$ cat src/rtl/hub75_pkg.sv
// -----------------------------------------------------------------------------
// hub75_pkg
// Shared definitions for the display pipeline. This file holds the defaults for
// the WS2812 transmitter, the GRB pixel field offsets, the transmitter state
// encoding and a helper that returns the high time of one serial bit.
// -----------------------------------------------------------------------------
package hub75_pkg;

  // Default WS2812 timing, in sys_clk cycles at 50 MHz.
  localparam int WS_NUM_LEDS  = 64;
  localparam int WS_ADDR_W    = 8;
  localparam int WS_BASE_ADDR = 0;
  localparam int WS_T_BIT     = 63;    // 1.25 us per bit
  localparam int WS_T0H       = 20;    // high time of a 0 bit
  localparam int WS_T1H       = 40;    // high time of a 1 bit
  localparam int WS_T_RST     = 2600;  // > 50 us latch period

  // Pixel word layout. Green goes out first, so it sits in the top byte.
  localparam int PIX_W     = 24;
  localparam int PIX_G_LSB = 16;
  localparam int PIX_R_LSB = 8;
  localparam int PIX_B_LSB = 0;

  // Transmitter states, in frame order.
  typedef enum logic [2:0] {
    ST_IDLE     = 3'd0,
    ST_PREFETCH = 3'd1,
    ST_LOAD     = 3'd2,
    ST_SEND     = 3'd3,
    ST_LATCH    = 3'd4
  } ws_state_t;

  // Number of high cycles at the start of a bit slot.
  function automatic int ws_high_cycles(input logic bit_val, input int t0h,
                                        input int t1h);
    return bit_val ? t1h : t0h;
  endfunction

endpackage

$ cat src/rtl/ws2812_bit_gen.sv
// -----------------------------------------------------------------------------
// ws2812_bit_gen
// Produces one WS2812 bit slot of T_BIT cycles. The line is high for T1H or T0H
// cycles (depending on i_bit) and low for the rest of the slot.
//
// Ports:
//   i_clk      : system clock
//   i_rst      : synchronous active-high reset, forces the line low
//   i_start    : starts a slot on the next cycle. It may arrive in the same
//                cycle as o_bit_done so that slots run back to back.
//   i_bit      : bit value. It must stay stable for the whole slot; the parent
//                keeps it in the MSB of its shift register.
//   o_dout     : registered serial waveform
//   o_bit_done : high in the last cycle of a slot
// -----------------------------------------------------------------------------
module ws2812_bit_gen
  import hub75_pkg::*;
#(
  parameter int T_BIT = WS_T_BIT,
  parameter int T0H   = WS_T0H,
  parameter int T1H   = WS_T1H
) (
  input  logic i_clk,
  input  logic i_rst,
  input  logic i_start,
  input  logic i_bit,
  output logic o_dout,
  output logic o_bit_done
);

  localparam int CW = (T_BIT > 1) ? $clog2(T_BIT) : 1;

  logic [CW-1:0] r_cyc;
  logic          r_active;
  logic          r_dout;
  logic [CW-1:0] w_cyc_nxt;

  assign w_cyc_nxt  = r_cyc + CW'(1);
  assign o_bit_done = r_active && (r_cyc == CW'(T_BIT - 1));
  assign o_dout     = r_dout;

  always_ff @(posedge i_clk) begin
    if (i_rst) begin
      r_cyc    <= '0;
      r_active <= 1'b0;
      r_dout   <= 1'b0;
    end else if (i_start) begin
      // Cycle 0 of a slot is always high because T0H >= 1.
      r_cyc    <= '0;
      r_active <= 1'b1;
      r_dout   <= 1'b1;
    end else if (o_bit_done) begin
      r_cyc    <= '0;
      r_active <= 1'b0;
      r_dout   <= 1'b0;
    end else if (r_active) begin
      // dout is registered, so it is computed from the count of the next cycle.
      r_cyc  <= w_cyc_nxt;
      r_dout <= (int'(w_cyc_nxt) < ws_high_cycles(i_bit, T0H, T1H));
    end
  end

endmodule

$ cat src/rtl/ws2812_tx.sv
// -----------------------------------------------------------------------------
// ws2812_tx
// Streams NUM_LEDS GRB words from RAM to a WS2812 chain. Each frame_start makes
// the block fetch the pixels, send them MSB first, and then hold the line low
// for T_RST cycles.
// Timing constraint: 0 < T0H < T1H < T_BIT - 2, NUM_LEDS >= 1.
//
// Ports:
//   sys_clk     : system clock
//   rst         : synchronous active-high reset. It aborts any frame in progress.
//   frame_start : one-cycle start pulse. While busy, one request is queued.
//   np_raddr    : RAM read address. It holds its value between reads.
//   np_re       : RAM read strobe. np_rdata is valid one cycle later.
//   np_rdata    : pixel word {G, R, B}
//   dout        : serial line to the LED chain
//   busy        : high from frame acceptance to the end of the latch period
//   frame_done  : one-cycle pulse on the last latch cycle
//   dbg_state   : current state of the control FSM
//
// Handshake: the RAM port has no backpressure. Each np_re cycle is exactly one
// read of np_raddr, and the word is sampled from np_rdata in the following cycle.
// -----------------------------------------------------------------------------
module ws2812_tx
  import hub75_pkg::*;
#(
  parameter int NUM_LEDS  = WS_NUM_LEDS,
  parameter int ADDR_W    = WS_ADDR_W,
  parameter int BASE_ADDR = WS_BASE_ADDR,
  parameter int T_BIT     = WS_T_BIT,
  parameter int T0H       = WS_T0H,
  parameter int T1H       = WS_T1H,
  parameter int T_RST     = WS_T_RST
) (
  input  logic              sys_clk,
  input  logic              rst,
  input  logic              frame_start,
  output logic [ADDR_W-1:0] np_raddr,
  output logic              np_re,
  input  logic [23:0]       np_rdata,
  output logic              dout,
  output logic              busy,
  output logic              frame_done,
  output ws_state_t         dbg_state
);

  localparam int PW = $clog2(NUM_LEDS + 1);
  localparam int LW = (T_RST > 1) ? $clog2(T_RST) : 1;

  ws_state_t         r_state;
  logic              r_pending;
  logic              r_busy;
  logic              r_done;
  logic              r_re;
  logic [ADDR_W-1:0] r_raddr;
  logic              r_cap;       // np_rdata carries a prefetched pixel this cycle
  logic [23:0]       r_sh;        // current pixel; bit [23] is the bit on the line
  logic [23:0]       r_nxt;       // next pixel, fetched during bit 23
  logic [4:0]        r_bit_cnt;
  logic [PW-1:0]     r_pix;
  logic [LW-1:0]     r_lat;

  logic w_bit_done;
  logic w_dout;
  logic w_last_bit;
  logic w_last_pix;
  logic w_start;

  assign w_last_bit = (r_bit_cnt == 5'd0);
  assign w_last_pix = (r_pix == PW'(NUM_LEDS - 1));

  // A new slot starts right after LOAD. After that, a new slot starts at the
  // end of every slot except the last bit of the last pixel, so that the slots
  // follow each other with no gap.
  assign w_start = (r_state == ST_LOAD) ||
                   ((r_state == ST_SEND) && w_bit_done && !(w_last_bit && w_last_pix));

  ws2812_bit_gen #(
    .T_BIT (T_BIT),
    .T0H   (T0H),
    .T1H   (T1H)
  ) u_bit_gen (
    .i_clk      (sys_clk),
    .i_rst      (rst),
    .i_start    (w_start),
    .i_bit      (r_sh[23]),
    .o_dout     (w_dout),
    .o_bit_done (w_bit_done)
  );

  always_ff @(posedge sys_clk) begin
    if (rst) begin
      r_state   <= ST_IDLE;
      r_pending <= 1'b0;
      r_busy    <= 1'b0;
      r_done    <= 1'b0;
      r_re      <= 1'b0;
      r_raddr   <= ADDR_W'(BASE_ADDR);
      r_cap     <= 1'b0;
      r_sh      <= '0;
      r_nxt     <= '0;
      r_bit_cnt <= '0;
      r_pix     <= '0;
      r_lat     <= '0;
    end else begin
      r_re   <= 1'b0;
      r_done <= 1'b0;
      r_cap  <= r_re;
      if (r_cap) r_nxt <= np_rdata;
      // Requests that arrive while a frame runs are merged into one.
      if (frame_start && (r_state != ST_IDLE)) r_pending <= 1'b1;

      case (r_state)
        ST_IDLE: begin
          if (frame_start || r_pending) begin
            r_re      <= 1'b1;
            r_raddr   <= ADDR_W'(BASE_ADDR);
            r_busy    <= 1'b1;
            r_pending <= 1'b0;
            r_state   <= ST_PREFETCH;
          end
        end
        ST_PREFETCH: r_state <= ST_LOAD;
        ST_LOAD: begin
          r_sh      <= np_rdata;
          r_bit_cnt <= 5'd23;
          r_pix     <= '0;
          r_state   <= ST_SEND;
          // Pixel 1 is read during bit 23 of pixel 0.
          if (NUM_LEDS > 1) begin
            r_re    <= 1'b1;
            r_raddr <= r_raddr + ADDR_W'(1);
          end
        end
        ST_SEND: begin
          if (w_bit_done) begin
            if (w_last_bit) begin
              if (w_last_pix) begin
                r_lat   <= '0;
                r_done  <= (T_RST == 1);
                r_state <= ST_LATCH;
              end else begin
                r_sh      <= r_nxt;
                r_bit_cnt <= 5'd23;
                r_pix     <= r_pix + PW'(1);
                // Read the pixel after the one that starts now, if there is one.
                if (int'(r_pix) + 2 < NUM_LEDS) begin
                  r_re    <= 1'b1;
                  r_raddr <= r_raddr + ADDR_W'(1);
                end
              end
            end else begin
              r_sh      <= {r_sh[22:0], 1'b0};
              r_bit_cnt <= r_bit_cnt - 5'd1;
            end
          end
        end
        ST_LATCH: begin
          if (int'(r_lat) == T_RST - 1) begin
            // If a request is queued, busy stays high through the IDLE cycle
            // that starts the next frame.
            r_busy    <= r_pending || frame_start;
            r_pending <= r_pending || frame_start;
            r_state   <= ST_IDLE;
          end else begin
            r_lat  <= r_lat + LW'(1);
            r_done <= (int'(r_lat) + 2 == T_RST);
          end
        end
        default: r_state <= ST_IDLE;
      endcase
    end
  end

  assign np_raddr   = r_raddr;
  assign np_re      = r_re;
  assign dout       = w_dout;
  assign busy       = r_busy;
  assign frame_done = r_done;
  assign dbg_state  = r_state;

endmodule

$ cat config.mk
export PLATFORM = sky130hd
export DESIGN_NAME = ws2812_tx
export DESIGN_NICKNAME = d
export VERILOG_FILES = /design/src/rtl/hub75_pkg.sv /design/src/rtl/ws2812_bit_gen.sv /design/src/rtl/ws2812_tx.sv
export SDC_FILE = /design/constraint.sdc
export NUM_CORES = 1
export LEC_CHECK = 0
export BUFFER_PORTS_ARGS = -buffer_cell sky130_fd_sc_hd__buf_2
export CORE_MARGIN = 3
export CORE_UTILIZATION = 54
export DETAILED_ROUTE_END_ITERATION = 16
export PLACE_DENSITY_LB_ADDON = 0.2
export SLEW_MARGIN = 20
export SYNTH_ARGS = -nofsm -noshare
export SYNTH_HDL_FRONTEND = slang
export SYNTH_SLANG_ARGS = --single-unit
$ cat constraint.sdc
create_clock -name sys_clk -period 1.9 [get_ports sys_clk]
set_input_delay 0.285 -clock sys_clk [delete_from_list [all_inputs] [get_ports sys_clk]]
set_output_delay 0.285 -clock sys_clk [all_outputs]
set_load 0.01 [all_outputs]
==> flow_summary_export.csv <==
group,metric,value,unit
run_status,status,"complete, but fails checks",
run_status,violations,"setup timing",
worst_hold_path,hp-start,"np_rdata[8]",
routing,dr.first_iter.drc_count,192,
routing,first_pass_iters,4,
worst_setup_path,critPathMaxStageDelay,0.48,ns
worst_setup_path,crit_slowest_cell,"or4b_4",
power_and_ir_drop,power_density,744.6,nW/µm²
cells_and_area,drive_gt1_frac,0.2179,
floorplanning,initial_core_util,0.5662,
clock_network,numCtsBuffers,9,
cells_and_area,area_delta_synth_final,19.98,%
cells_and_area,final_common_cell,"dfxtp_1",
grt,grt_use_total,0.2174,
grt,grt_pass1_vias,4132,
power_and_ir_drop,leakagePower,2.163,nW
grt,grt_max_degree,47,
yosys,synth_fp_nets,607,
clock_network,clock_latency,0.36,ns
flow_run,drv_cap,0,
floorplanning,dieWidth,99.51,µm
yosys,synth_area_per_cell,8.313,µm²
clock_network,path_clk_slew,0.10,ns
place,gp_congestion,0.8246,
yosys,ys_types,53,
clock_network,root_buffer,"clkbuf_8",
routing,wl_per_cell,14.02,µm
worst_setup_path,crit_chain,"inv_2 -> ha_4 -> or4b_4 -> or3_4 -> a21boi_4 -> buf_12 -> a311o_1 -> a21oi_1",
yosys,synth_seq_area_share,0.4070,
timing,fin_skew,0.01364,ns
worst_hold_path,min_to,"r_nxt[8]",
floorplanning,dieArea,9902,µm²
power_and_ir_drop,power,4.219,mW
grt,grt_use_met2,0.3827,
timing,period_share,1.137,
cells_and_area,final_cell_mix,"dfxtp_1 (94), nand2_1 (85), nor2_1 (80)",
grt,grt_pass1_wl,17990,µm
worst_setup_path,worstPathArrival,2.39,ns
grt,gr-usage-met1,0.2742,
timing,setup_slack,-0.2598,ns
grt,antenna_found_initial,0,
worst_hold_path,worstHoldPathType,"in -> reg",
floorplanning,die_h,99.51,µm
routing,dr_total_vias,4272,
yosys,ys_warn_count,0,
worst_setup_path,critPathRequiredTime,2.13,ns
grt,gr-usage-met3,0.03366,
worst_setup_path,worstSetupEndpointType,"flip-flop",
worst_hold_path,whs_path_depth,3,
yosys,synthCells,568,
yosys,netlist.area_leader.share,0.4070,
cells_and_area,fill_cells,687,
yosys,synth_area,4722,µm²
routing,wirelength,10540,µm
timing,grt_setup_unrepaired,"yes",
clock_network,cts_tree,"done",
worst_setup_path,reg2reg_slack,-0.26,ns
timing,slew_violations,0,
power_and_ir_drop,peakVddDrop,0.4173,mV
floorplanning,core_area,8341,µm²
yosys,yosysTopAreaCell,"dfxtp_1",
timing,fin_tns_setup,-10.34,ns
worst_setup_path,startpoint_type,"flip-flop",
grt,grt_overflow_total,0,
cells_and_area,diodes,0,
worst_setup_path,crit_fanout,24,
worst_setup_path,critical_path_class,"reg -> reg",
timing,post-route-min-period,2.160,ns
timing,fmax,0.4630,GHz
clock_network,clock-sinks,96,
grt,grt_most_used_layer,"met2",
timing,final_hold_viol_count,0,
yosys,postSynth.asyncResetShare,0,
clock_network,cts_max_level,3,
yosys,yosys-top-cells-area,"dfxtp_1 (41%), nand2_1 (6.8%), nor2_1 (6.4%)",
floorplanning,io_pins,42,
place,hpwl,7303,µm
floorplanning,row_count,33,
worst_setup_path,r2r_cells,8,
timing,finalSetupViolCount,60,
yosys,ys_seq_elements,96,
clock_network,clockBufferDepth,2,
timing,relSlewSlack,0.7001,
routing,ant_nets,0,
place,io_buffers,41,
cells_and_area,fin_nets,681,
worst_setup_path,r2r-start,"r_bit_cnt[1]",
worst_setup_path,r2r_end,"r_sh[18]",
routing,drcViolationCount,0,
timing,worstMarginPinSlew,0.4499,ns
yosys,synth_edf_count,0,
yosys,synth_ff_type,"dfxtp_1",
routing,routed_via_density,5.681,
==> per-stage QoR <==
step	setup slack (ns)	cell area (µm²)	hold WS, ns	util	instances
after floorplan	-0.2193	4756	0.4321	-	568
after global placement	-0.3001	5338	0.4403	0.6400	727
after detailed placement	-0.3568	5338	0.4459	0.6400	727
after CTS	-0.2238	5597	0.1602	0.6710	749
after global routing	-0.3445	5665	0.1651	0.6793	752
final	-0.2598	5665	0.1732	0.6793	752
==> cell families after synthesis <==
group / count (synthesis) / synth area share
and+or+nand+nor: 261 / 0.2639
AOI/OAI and AO/OA: 104 / 0.1540
DFF: 96 / 0.4070
buffers and inverters: 44 / 0.04213
xor gates and xnor gates: 26 / 0.04823
muxes: 25 / 0.05299
adders and majority gates: 12 / 0.03180
==> power breakdown <==
part / leakage (nW) / internal, mW / switching (mW)
registers: 0.780 / 2.11 / 0.0522
logic: 1.29 / 0.350 / 0.439
clock network: 0.0941 / 0.529 / 0.744
total: 2.16 / 2.98 / 1.23
==> cell type report <==
type / count / area (µm²) / area share
Multi-Input combinational cell: 428 / 2689 / 0.4746
Sequential cell: 96 / 1924 / 0.3397
Timing Repair Buffer: 100 / 709.4 / 0.1252
Clock buffer: 10 / 137.6 / 0.02429
Tap cell: 105 / 131.4 / 0.02319
Clock inverter: 6 / 47.55 / 0.008392
Inverter: 7 / 26.28 / 0.004638
==> synth_stat cells (7+ instances only) <==
| library cell | instances |
|---|---|
| dfxtp_1 | 96 |
| nand2_1 | 86 |
| nor2_1 | 81 |
| a21oi_1 | 44 |
| mux2i_1 | 25 |
| clkbuf_1 | 24 |
| a311o_1 | 23 |
| nand4_1 | 18 |
| xor2_1 | 18 |
| nand3_1 | 16 |
| ha_1 | 12 |
| buf_2 | 9 |
| o21ai_0 | 9 |
| nor3_1 | 8 |
| or3_1 | 8 |
| xnor2_1 | 8 |
| and3_1 | 7 |
| inv_1 | 7 |
==> worst max path at each step <==
| stage | slack, ns | from | endpoint | cells past startpoint |
|---|---|---|---|---|
| detailed placement | -0.36 | r_bit_cnt[1] | np_raddr[6] | 8 |
| global placement | -0.30 | r_bit_cnt[1] | np_raddr[5] | 8 |
| finish | -0.26 | r_bit_cnt[1] | r_sh[18] | 8 |
| global route | -0.34 | r_bit_cnt[1] | np_raddr[7] | 9 |
| CTS | -0.22 | r_bit_cnt[1] | r_sh[18] | 8 |
| floorplan | -0.22 | r_bit_cnt[0] | r_bit_cnt[3] | 10 |
==> timing repair <==
item / CTS / global route
hold buffers: 0 / 0
setup endpoints to repair: 60 / 62
resized for setup: 8 / 10
buffers inserted: 6 / 3
pin swaps: 13 / 12
==> sequential cells by signal, summed over array words and instances (netlist names) <==
name	flops
np_re	1
r_sh	24
u_bit_gen.o_dout	1
r_pix	7
r_bit_cnt	5
frame_done	1
r_lat	12
r_cap	1
u_bit_gen.r_active	1
busy	1
r_nxt	24
np_raddr	8
dbg_state	3
u_bit_gen.r_cyc	6
r_pending	1
==> worst max-delay path: cells and delay by family, from the launching register on <==
family,cells,cell delay (ns)
fa+ha+maj,1,0.13
compound gates,3,0.40
flops,1,0.33
simple gates,2,0.89
buf+inv,2,0.26
==> per-layer routing <==
metal | up-vias | share of wire
met4 | 0 | 0.0099
met3 | 9 | 0.043
met1 | 2030 | 0.45
met5 | - | 0
met2 | 81 | 0.50
li1 | 2152 | -
(Power assumes the default switching activity.)
